`src/rtl/mipi_prbs_pkg.sv`:
```
// Shared PRBS definitions for the MIPI payload checker and the parametrised generator.
package mipi_prbs_pkg;

  typedef enum logic [1:0] {
    HUNT   = 2'd0,
    VERIFY = 2'd1,
    LOCKED = 2'd2
  } prbsState_t;

  typedef struct packed {
    int tapA;
    int tapB;
  } prbsTaps_t;

  localparam logic [7:0] SYM_ONE  = 8'hAA;
  localparam logic [7:0] SYM_ZERO = 8'h55;

  // tapA is always the order itself; tapB is the inner tap of x^order + x^tapB + 1.
  function automatic prbsTaps_t prbsTaps(input int order);
    prbsTaps_t t;
    t.tapA = order;
    case (order)
      7:       t.tapB = 6;
      9:       t.tapB = 5;
      15:      t.tapB = 14;
      23:      t.tapB = 18;
      31:      t.tapB = 28;
      default: t.tapB = order - 1;
    endcase
    return t;
  endfunction

  function automatic int fillWords(input int order, input int lanes);
    return (order + lanes - 1) / lanes;
  endfunction

endpackage

```
`src/rtl/prbs_par_step.sv`:
```
// Combinational LANES-step advance of an ORDER-bit Fibonacci LFSR history.
// histIn[0] is the newest bit; useRx selects received bits over predicted bits as feed-back.
module prbs_par_step #(
  parameter int ORDER = 9,
  parameter int LANES = 8,
  parameter int TAP_A = 9,
  parameter int TAP_B = 5
) (
  input  logic [ORDER-1:0] histIn,
  input  logic [LANES-1:0] rxBits,
  input  logic             useRx,
  output logic [LANES-1:0] pred,
  output logic [ORDER-1:0] histOut
);

  logic [ORDER-1:0] h;
  logic             p;

  // Oldest bit sits in the top lane, so walk lanes from LANES-1 down to 0.
  always_comb begin
    h    = histIn;
    p    = 1'b0;
    pred = '0;
    for (int i = LANES - 1; i >= 0; i--) begin
      p       = h[TAP_A-1] ^ h[TAP_B-1];
      pred[i] = p;
      h       = {h[ORDER-2:0], (useRx ? rxBits[i] : p)};
    end
    histOut = h;
  end

endmodule

```
`src/rtl/mipi_prbs_checker_nb.sv`:
```
// N-byte MIPI payload PRBS checker: byte decode, self-sync, lock tracking and error reporting.
// Error/right counters exist only when MIPI_PRBS_ERRCNT_EN is defined; otherwise ErrCnt/Right are 0.
module mipi_prbs_checker_nb
  import mipi_prbs_pkg::*;
#(
  parameter int LANES       = 8,
  parameter int PRBS_ORDER  = 9,
  parameter int LOCK_CNT    = 16,
  parameter int UNLOCK_ERR  = 4,
  parameter int ERR_CNT_W   = 16,
  parameter int RIGHT_CNT_W = 20
) (
  input  logic                 SysClk,
  input  logic                 Reset_N,
  input  logic                 RxDValid,
  input  logic [LANES*8-1:0]   RxData,
  input  logic                 ClrCnt,
  output logic                 Locked,
  output logic [LANES-1:0]     ByteErr,
  output logic [LANES-1:0]     BitErr,
  output logic [ERR_CNT_W-1:0] ErrCnt,
  output logic                 Right
);

  localparam prbsTaps_t TAPS       = prbsTaps(PRBS_ORDER);
  localparam int        FILL       = fillWords(PRBS_ORDER, LANES);
  localparam logic [5:0] FILL_LAST   = 6'(FILL - 1);
  localparam logic [7:0] LOCK_LAST   = 8'(LOCK_CNT - 1);
  localparam logic [3:0] UNLOCK_LAST = 4'(UNLOCK_ERR - 1);

  prbsState_t            state, stateNext;
  logic [PRBS_ORDER-1:0] hist, histNext;
  logic [LANES-1:0]      rxBit, sym, pred, bitErrNext;
  logic                  anySym, wordClean, useRx;
  logic [5:0]            fillCnt;
  logic [7:0]            matchCnt;
  logic [3:0]            errRun;

  always_comb begin
    rxBit = '0;
    sym   = '0;
    for (int k = 0; k < LANES; k++) begin
      rxBit[k] = RxData[8*k+7];
      sym[k]   = (RxData[8*k +: 8] != SYM_ONE) && (RxData[8*k +: 8] != SYM_ZERO);
    end
  end

  assign anySym     = |sym;
  assign bitErrNext = pred ^ rxBit;
  assign wordClean  = (bitErrNext == '0) && !anySym;

  prbs_par_step #(
    .ORDER (PRBS_ORDER),
    .LANES (LANES),
    .TAP_A (TAPS.tapA),
    .TAP_B (TAPS.tapB)
  ) uStep (
    .histIn  (hist),
    .rxBits  (rxBit),
    .useRx   (useRx),
    .pred    (pred),
    .histOut (histNext)
  );

  // state  | meaning
  // HUNT   | filling history from received bits, waiting for FILL clean words
  // VERIFY | history self-syncs on received bits, counting clean words to LOCK_CNT
  // LOCKED | history free-runs on predictions, UNLOCK_ERR dirty words in a row drop lock
  always_ff @(posedge SysClk or negedge Reset_N) begin
    if (!Reset_N) state <= HUNT;
    else          state <= stateNext;
  end

  always_comb begin
    stateNext = state;
    if (RxDValid) begin
      case (state)
        HUNT:    if (!anySym && fillCnt == FILL_LAST) stateNext = VERIFY;
        VERIFY:  if (!wordClean) stateNext = HUNT;
                 else if (matchCnt == LOCK_LAST) stateNext = LOCKED;
        LOCKED:  if (!wordClean && errRun == UNLOCK_LAST) stateNext = HUNT;
        default: stateNext = HUNT;
      endcase
    end
  end

  always_comb begin
    Locked = (state == LOCKED);
    useRx  = (state != LOCKED);
  end

  always_ff @(posedge SysClk or negedge Reset_N) begin
    if (!Reset_N) begin
      hist     <= '0;
      fillCnt  <= '0;
      matchCnt <= '0;
      errRun   <= '0;
    end else if (RxDValid) begin
      hist <= histNext;
      case (state)
        HUNT: begin
          fillCnt  <= (anySym || fillCnt == FILL_LAST) ? 6'd0 : fillCnt + 6'd1;
          matchCnt <= '0;
          errRun   <= '0;
        end
        VERIFY: begin
          fillCnt  <= '0;
          matchCnt <= wordClean ? matchCnt + 8'd1 : 8'd0;
          errRun   <= '0;
        end
        LOCKED: begin
          fillCnt <= '0;
          errRun  <= (wordClean || errRun == UNLOCK_LAST) ? 4'd0 : errRun + 4'd1;
        end
        default: begin
          fillCnt  <= '0;
          matchCnt <= '0;
          errRun   <= '0;
        end
      endcase
    end
  end

  always_ff @(posedge SysClk or negedge Reset_N) begin
    if (!Reset_N) begin
      ByteErr <= '0;
      BitErr  <= '0;
    end else begin
      ByteErr <= RxDValid ? sym : '0;
      BitErr  <= (RxDValid && state == LOCKED) ? bitErrNext : '0;
    end
  end

`ifdef MIPI_PRBS_ERRCNT_EN
  localparam int SUM_W = ERR_CNT_W + 7;

  logic [ERR_CNT_W-1:0]   errCnt;
  logic [RIGHT_CNT_W-1:0] rightCnt;
  logic [5:0]             errInc;
  logic [SUM_W-1:0]       errSum;

  always_comb begin
    errInc = '0;
    for (int k = 0; k < LANES; k++) begin
      errInc = errInc + {5'd0, (bitErrNext[k] | sym[k])};
    end
    errSum = SUM_W'(errCnt) + SUM_W'(errInc);
  end

  always_ff @(posedge SysClk or negedge Reset_N) begin
    if (!Reset_N) begin
      errCnt <= '0;
    end else if (ClrCnt) begin
      errCnt <= '0;
    end else if (RxDValid && state == LOCKED) begin
      errCnt <= (errSum > SUM_W'({ERR_CNT_W{1'b1}})) ? '1 : errSum[ERR_CNT_W-1:0];
    end
  end

  always_ff @(posedge SysClk or negedge Reset_N) begin
    if (!Reset_N) begin
      rightCnt <= '0;
    end else if (ClrCnt || state != LOCKED) begin
      rightCnt <= '0;
    end else if (RxDValid) begin
      if (!wordClean)     rightCnt <= '0;
      else if (!(&rightCnt)) rightCnt <= rightCnt + 1'b1;
    end
  end

  assign ErrCnt = errCnt;
  assign Right  = &rightCnt;
`else
  localparam int unusedRightW = RIGHT_CNT_W;
  logic unusedClr;
  assign unusedClr = ClrCnt;
  assign ErrCnt    = '0;
  assign Right     = 1'b0;
`endif

endmodule

```
`config.mk`:
```
export PLATFORM = sky130hd
export DESIGN_NAME = mipi_prbs_checker_nb
export DESIGN_NICKNAME = d
export VERILOG_FILES = /design/src/rtl/mipi_prbs_pkg.sv /design/src/rtl/prbs_par_step.sv /design/src/rtl/mipi_prbs_checker_nb.sv
export SDC_FILE = /design/constraint.sdc
export NUM_CORES = 1
export LEC_CHECK = 0
export ABC_AREA = 1
export CORE_AREA = 2 2 87 89
export DETAILED_ROUTE_END_ITERATION = 8
export DIE_AREA = 0 0 89 91
export GPL_TIMING_DRIVEN = 0
export PLACE_DENSITY = 0.86
export REMOVE_ABC_BUFFERS = 1
export SLEW_MARGIN = 0
export SYNTH_ARGS = -nofsm -noshare
export SYNTH_HDL_FRONTEND = slang
export SYNTH_HIERARCHICAL = 1
export SYNTH_SLANG_ARGS = --single-unit
```
`constraint.sdc`:
```
create_clock -name SysClk -period 3.1 [get_ports SysClk]
set_input_delay 0.465 -clock SysClk [delete_from_list [all_inputs] [get_ports SysClk]]
set_output_delay 0.465 -clock SysClk [all_outputs]
set_load 0.02 [all_outputs]
```
* After elaboration in Yosys (flattened, before gate mapping)
Cells that the tools add are included.
** Storage, ports and cells
- Register bits :: 45
- Output and inout port bits :: 34
** Cells by class
- $add $sub $neg :: 3
- Equal/unequal tests :: 25
- Mux-type cells :: 21
- Bitwise logic cells :: 10
- Reduce and logical (&&, ||, !) cells :: 21
** Operators with widths (number)
- $ne A8 B7 Y1 const B :: 8
- $ne A8 B8 Y1 const B :: 8
- $mux W8 :: 3
- $pmux W8 S2 :: 1
- $logic_and A1 B1 Y1 :: 12
- $mux W6 :: 2
- $add A8 B1 Y8 const B :: 1
- $eq A8 B4 Y1 const B :: 1
- $logic_not A8 Y1 :: 1
- $mux W1 :: 8
- $mux W2 :: 4
- $mux W4 :: 2
- $reduce_or A8 Y1 :: 1
- $xor A1 B1 Y1 :: 8
- $xor A8 B8 Y8 :: 1
- $add A6 B1 Y6 const B :: 1
- $eq A6 B1 Y1 const B :: 1
- $pmux W2 S3 :: 1
- $add A4 B1 Y4 const B :: 1
- $eq A4 B2 Y1 const B :: 1
- $ne A2 B2 Y1 const B :: 2
- $reduce_and A4 Y1 :: 1
- $ne A3 B3 Y1 const B :: 1
- $eq A2 B1 Y1 const B :: 1
- other kinds (7) :: 9

* Depth between registers and ports, before layout
- Word-level depth :: 10
- Mapped depth :: 19
- Depth with buffers taken out :: 16

* By module
Netlist, hierarchy kept.
** By module, submodules not included
- mipi_prbs_checker_nb :: instances 1, cells each 409, area each 2886.5 sq um, seq. area each 1126.1 sq um
- prbs_par_step :: instances 1, cells each 68, area each 354.1 sq um, seq. area each 0.0 sq um

* Worst setup path after synthesis
Ideal clock, no wire load.
- Path kind :: register to register
- From :: reg state[0]
- To :: reg state[0]
- Setup time :: 117 ps
- Arrival time :: 2192 ps
- Path slack :: 791 ps
- Cell stages (with the launch flop) :: 17
- Clock period less this slack :: 2309 ps
- Cells stage by stage :: dfrtp_1 nor2_4 inv_1 buf_6 inv_4 or2_0 nand3_1 and2_1 buf_4 xnor2_1 nand4_1 nor2_2 inv_1 nor2_1 nand3_1 nand4_1 nand2_1
** On the way
- Elaborated cells on any way between the ends :: 21
** RTL lines
- start, declared :: line mipi_prbs_checker_nb.sv:31 : prbsState_t state, stateNext;
- start signal, assigned :: line mipi_prbs_checker_nb.sv:71 : else state <= stateNext;
- $eq A2 B2 Y1 (*)
- via Locked :: line mipi_prbs_checker_nb.sv:18 : output logic Locked,
- $ne A2 B1 Y1 (no line)
- $reduce_and A4 Y1 (no line)
The timed path passes the listed nets; every way through them passes the cells marked *.
A chain may end at the register's enable or synchronous reset.

* Worst setup path in the final report
- From :: reg state[1]
- To :: reg state[0]
** On the way
- Word-level cells in the longest chain between the ends :: 10
- Elaborated cells on any way between the ends :: 21
** RTL lines
- $ne A2 B2 Y1 (*) :: line mipi_prbs_checker_nb.sv:89 : useRx = (state != LOCKED);
- via useRx :: line mipi_prbs_checker_nb.sv:34 : logic anySym, wordClean, useRx;
- $mux W1 (*) :: line prbs_par_step.sv:27 : h = {h[ORDER-2:0], (useRx ? rxBits[i] : p)};
- $xor A1 B1 Y1 (*) :: line prbs_par_step.sv:25 : p = h[TAP_A-1] ^ h[TAP_B-1];
- via pred[1] :: line mipi_prbs_checker_nb.sv:33 : logic [LANES-1:0] rxBit, sym, pred, bitErrNext;
- $xor A8 B8 Y8 (*) :: line mipi_prbs_checker_nb.sv:49 : assign bitErrNext = pred ^ rxBit;
- $logic_not A8 Y1 (*) :: line mipi_prbs_checker_nb.sv:50 : assign wordClean = (bitErrNext == '0) && !anySym;
- $logic_and A1 B1 Y1 (*) :: line mipi_prbs_checker_nb.sv:50
- $logic_not A1 Y1 :: line mipi_prbs_checker_nb.sv:81 : LOCKED: if (!wordClean && errRun == UNLOCK_LAST) stateNext = HUNT;
- $logic_and A1 B1 Y1 :: line mipi_prbs_checker_nb.sv:81
- $ne A2 B1 Y1 (no line)
- $reduce_and A4 Y1 (no line)
Marks and branches as above.

==> impl_metrics.yaml <==
route:
  wire_per_inst_um: 10.6
  drc_errors: 0
  vias: 3016
  vias_per_cell: 4.58
  drtAntennaViolNets: 0
  dr.pass1.iters: 4
  wl_met1_um: 2960
  drt_iter0_markers: 122
  topRoutingLayerUsed: "met4"
  finalWirelength_um: 6970
  routed-wl-met3_um: 446
  routed-wl-met2_um: 3410
yosys:
  ys_seq_elements: 45
  synth_top_area_cell: "dfrtp_1"
  synth_top_area_frac: 0.347
  synth.distinct_cells: 36
  postSynthCellCount: 477
  yosysSeqAreaShare: 0.347
  synthTopCellsByArea: "dfrtp_1, nand2_1, inv_1"
  avgSynthCellArea_um2: 6.79
  syn_area_um2: 3240
  yosysWarnings: 6
clock_tree:
  insertion_delay_ps: 300
  cts_buffers: 5
  cts.sinks: 45
  cts_max_path_buffers: 2
  ctsRootBufferMaster: "clkbuf_8"
  cts_htree_levels: 2
  tritoncts: "done"
  postCtsResizedCells: 0
  cts-hold-fix-buffers: 0
  post-cts-setup-buffers: 0
  path_clk_slew_ps: 90
final_layout:
  mostFrequentLayoutCells: "nand2_1, clkdlybuf4s50_1, inv_1"
  final_common_cell: "nand2_1"
  nFillCells: 660
  n_antenna_cell: 0
  syn_to_final_growth_pct: 29.9
  final_nets: 630
  drive_gt1_frac: 0.0733
setup_path:
  slowest_stage: "dfrtp_1"
  cp_data_required_time_ps: 3280
  crit_chain: "inv_1 -> nor2_4 -> inv_1 -> inv_4 -> or2_0 -> nand3_2 -> and2_1 -> xnor2_1 -> nand4_1 -> nor2_2 -> inv_1 -> nor2_1 -> nand3_1 -> nand4_1 -> nand2_1"
  cp_num_buf_inv: 4
  startpoint_type: "flop"
  crit_top_cell: "inv_1"
  slowest_delay_ps: 400
  critPathArrivalTime_ps: 2850
  path_max_fanout: 14
  crit_type: "reg2reg"
  critical-path-top-delay-family: "simple AND/OR/NAND/NOR gates"
  crit_path_end_kind: "flop"
global_route:
  grt_pass1_wl_um: 12000
  grt_overflow: 0
  antenna_found_initial: 0
  grt_max_degree: 33
  grt_pass1_vias: 2844
  grt_usage: 0.182
floorplanning:
  initial_core_util: 0.454
  die_h_um: 91
  row_count: 31
  dieWidth_um: 89
  io_pins: 102
  core_um2: 7140
  dieArea_um2: 8100
sta:
  timing.fmax_mhz: 375
  fin_setup_tns_ps: 0
  worst_pin_slew_ps: 665
  relSlewSlack: 0.555
  setup_viol: 0
  maxSlewViolCount: 0
  skew_ps: 8.83
  period_needed_ps: 2660
  hold_viol_final: 0
  fin_crit_sh: 0.859
  rsz0062_at_grt: "false"
min_path:
  hp-class: "in2async"
power:
  total_power_mw: 1.43
  p_leak_nw: 2.07
  ir_drop_uv: 276
  power_density_nw_per_um2: 339
place:
  place_hpwl_um: 5660
  place_congestion: 0.873
  port_buffers: 83
outcome:
  status: "finished clean"
flow_run:
  drv_cap: 0
[cell families (layout without fill, tap and decap cells)]
group / after synthesis / count (layout) / share of synthesized area
AO/OA/AOI/OAI: 17 / 17 / 0.0320
buffers and inverters: 97 / 163 / 0.143
adder cells (fa/ha/maj): 4 / 4 / 0.0154
flip-flops: 45 / 45 / 0.347
multiplexers: 1 / 1 / 0.00309
other: 1 / 17 / 0.00116
XOR/XNOR: 19 / 19 / 0.0514
AND/OR/NAND/NOR: 293 / 293 / 0.406
[synth_stat cells]
| cell | count |
|---|---|
| nor2_2 | 2 |
| buf_4 | 20 |
| inv_1 | 68 |
| dfrtp_1 | 45 |
| and2_1 | 4 |
| and3_1 | 2 |
| ha_1 | 4 |
| inv_4 | 1 |
| a21oi_2 | 1 |
| or2_0 | 3 |
| a31oi_1 | 1 |
| buf_1 | 2 |
| nor2b_1 | 8 |
| nor2_4 | 5 |
| nor2_1 | 64 |
| nand2_1 | 160 |
| nand4_1 | 5 |
| a21o_1 | 1 |
| nor3_2 | 1 |
| o31ai_1 | 2 |
| nand3_1 | 15 |
| conb_1 | 1 |
| inv_2 | 2 |
| buf_6 | 3 |
| xor2_1 | 10 |
| a21oi_1 | 1 |
| clkbuf_1 | 1 |
| nor3_1 | 4 |
| mux2i_1 | 1 |
| o21ai_0 | 6 |
| nand3_2 | 8 |
| and3b_1 | 1 |
| xnor2_1 | 9 |
| nor3b_2 | 1 |
| o22ai_1 | 5 |
| nand2_2 | 10 |
[final timing paths]
| kind | from | slack [ps] | to | depth (start not counted) |
|---|---|---|---|---|
| min in group SysClk | hist[5] | 510 | hist[5] | 2 |
| hold / removal | Reset_N | 70 | hist[8] | 1 |
| setup / recovery | state[1] | 440 | state[0] | 15 |
| setup reg to reg | state[1] | 440 | state[0] | 15 |
| max in group asynchronous | Reset_N | 2550 | ByteErr[2] | 2 |
| hold reg to reg | hist[5] | 510 | hist[5] | 2 |
[flip-flops by register name (all words and copies together), names as in the netlist]
signal    count
state         2
errRun        4
matchCnt      8
BitErr        8
hist          9
ByteErr       8
fillCnt       6
[where the power goes]
part | switching [mW] | internal [mW] | total, mW
sequential | 0.0158 | 0.604 | 0.620
clock | 0.197 | 0.320 | 0.517
combinational | 0.151 | 0.140 | 0.291
[layer usage]
metal | GRT usage | vias up
met1 | 0.224 | 1345
met4 | 0.0547 | 0
li1 | - | 1563
met3 | 0.0400 | 12
met2 | 0.314 | 96
met5 | 0 | -
[stage by stage]
| stage | instance area [um^2] | instances | worst slack [ps] | hold slack, ps | utilization |
|---|---|---|---|---|---|
| 6_report | 4210 | 658 | 437 | 65.2 | 0.590 |
| 5_1_grt | 4210 | 658 | 168 | 87.0 | 0.590 |
| 4_1_cts | 4210 | 658 | 445 | 67.1 | 0.590 |
| 3_5_place_dp | 4080 | 650 | 332 | 393 | 0.571 |
| 3_3_place_gp | 4060 | 649 | 371 | 478 | 0.569 |
| 2_1_floorplan | 3110 | 467 | 800 | 169 | - |
[final cells by class]
| cell class | instances | area [um^2] | share of cell area |
|---|---|---|---|
| repair buffers | 84 | 846 | 0.201 |
| multi-input cells | 351 | 1710 | 0.406 |
| flip-flops and latches | 45 | 1130 | 0.268 |
| well taps | 99 | 124 | 0.0294 |
| clock inverters | 3 | 65.1 | 0.0155 |
| clock buffers | 5 | 68.8 | 0.0163 |
| inverters | 71 | 269 | 0.0639 |
Power figures use the tool's default switching activity.
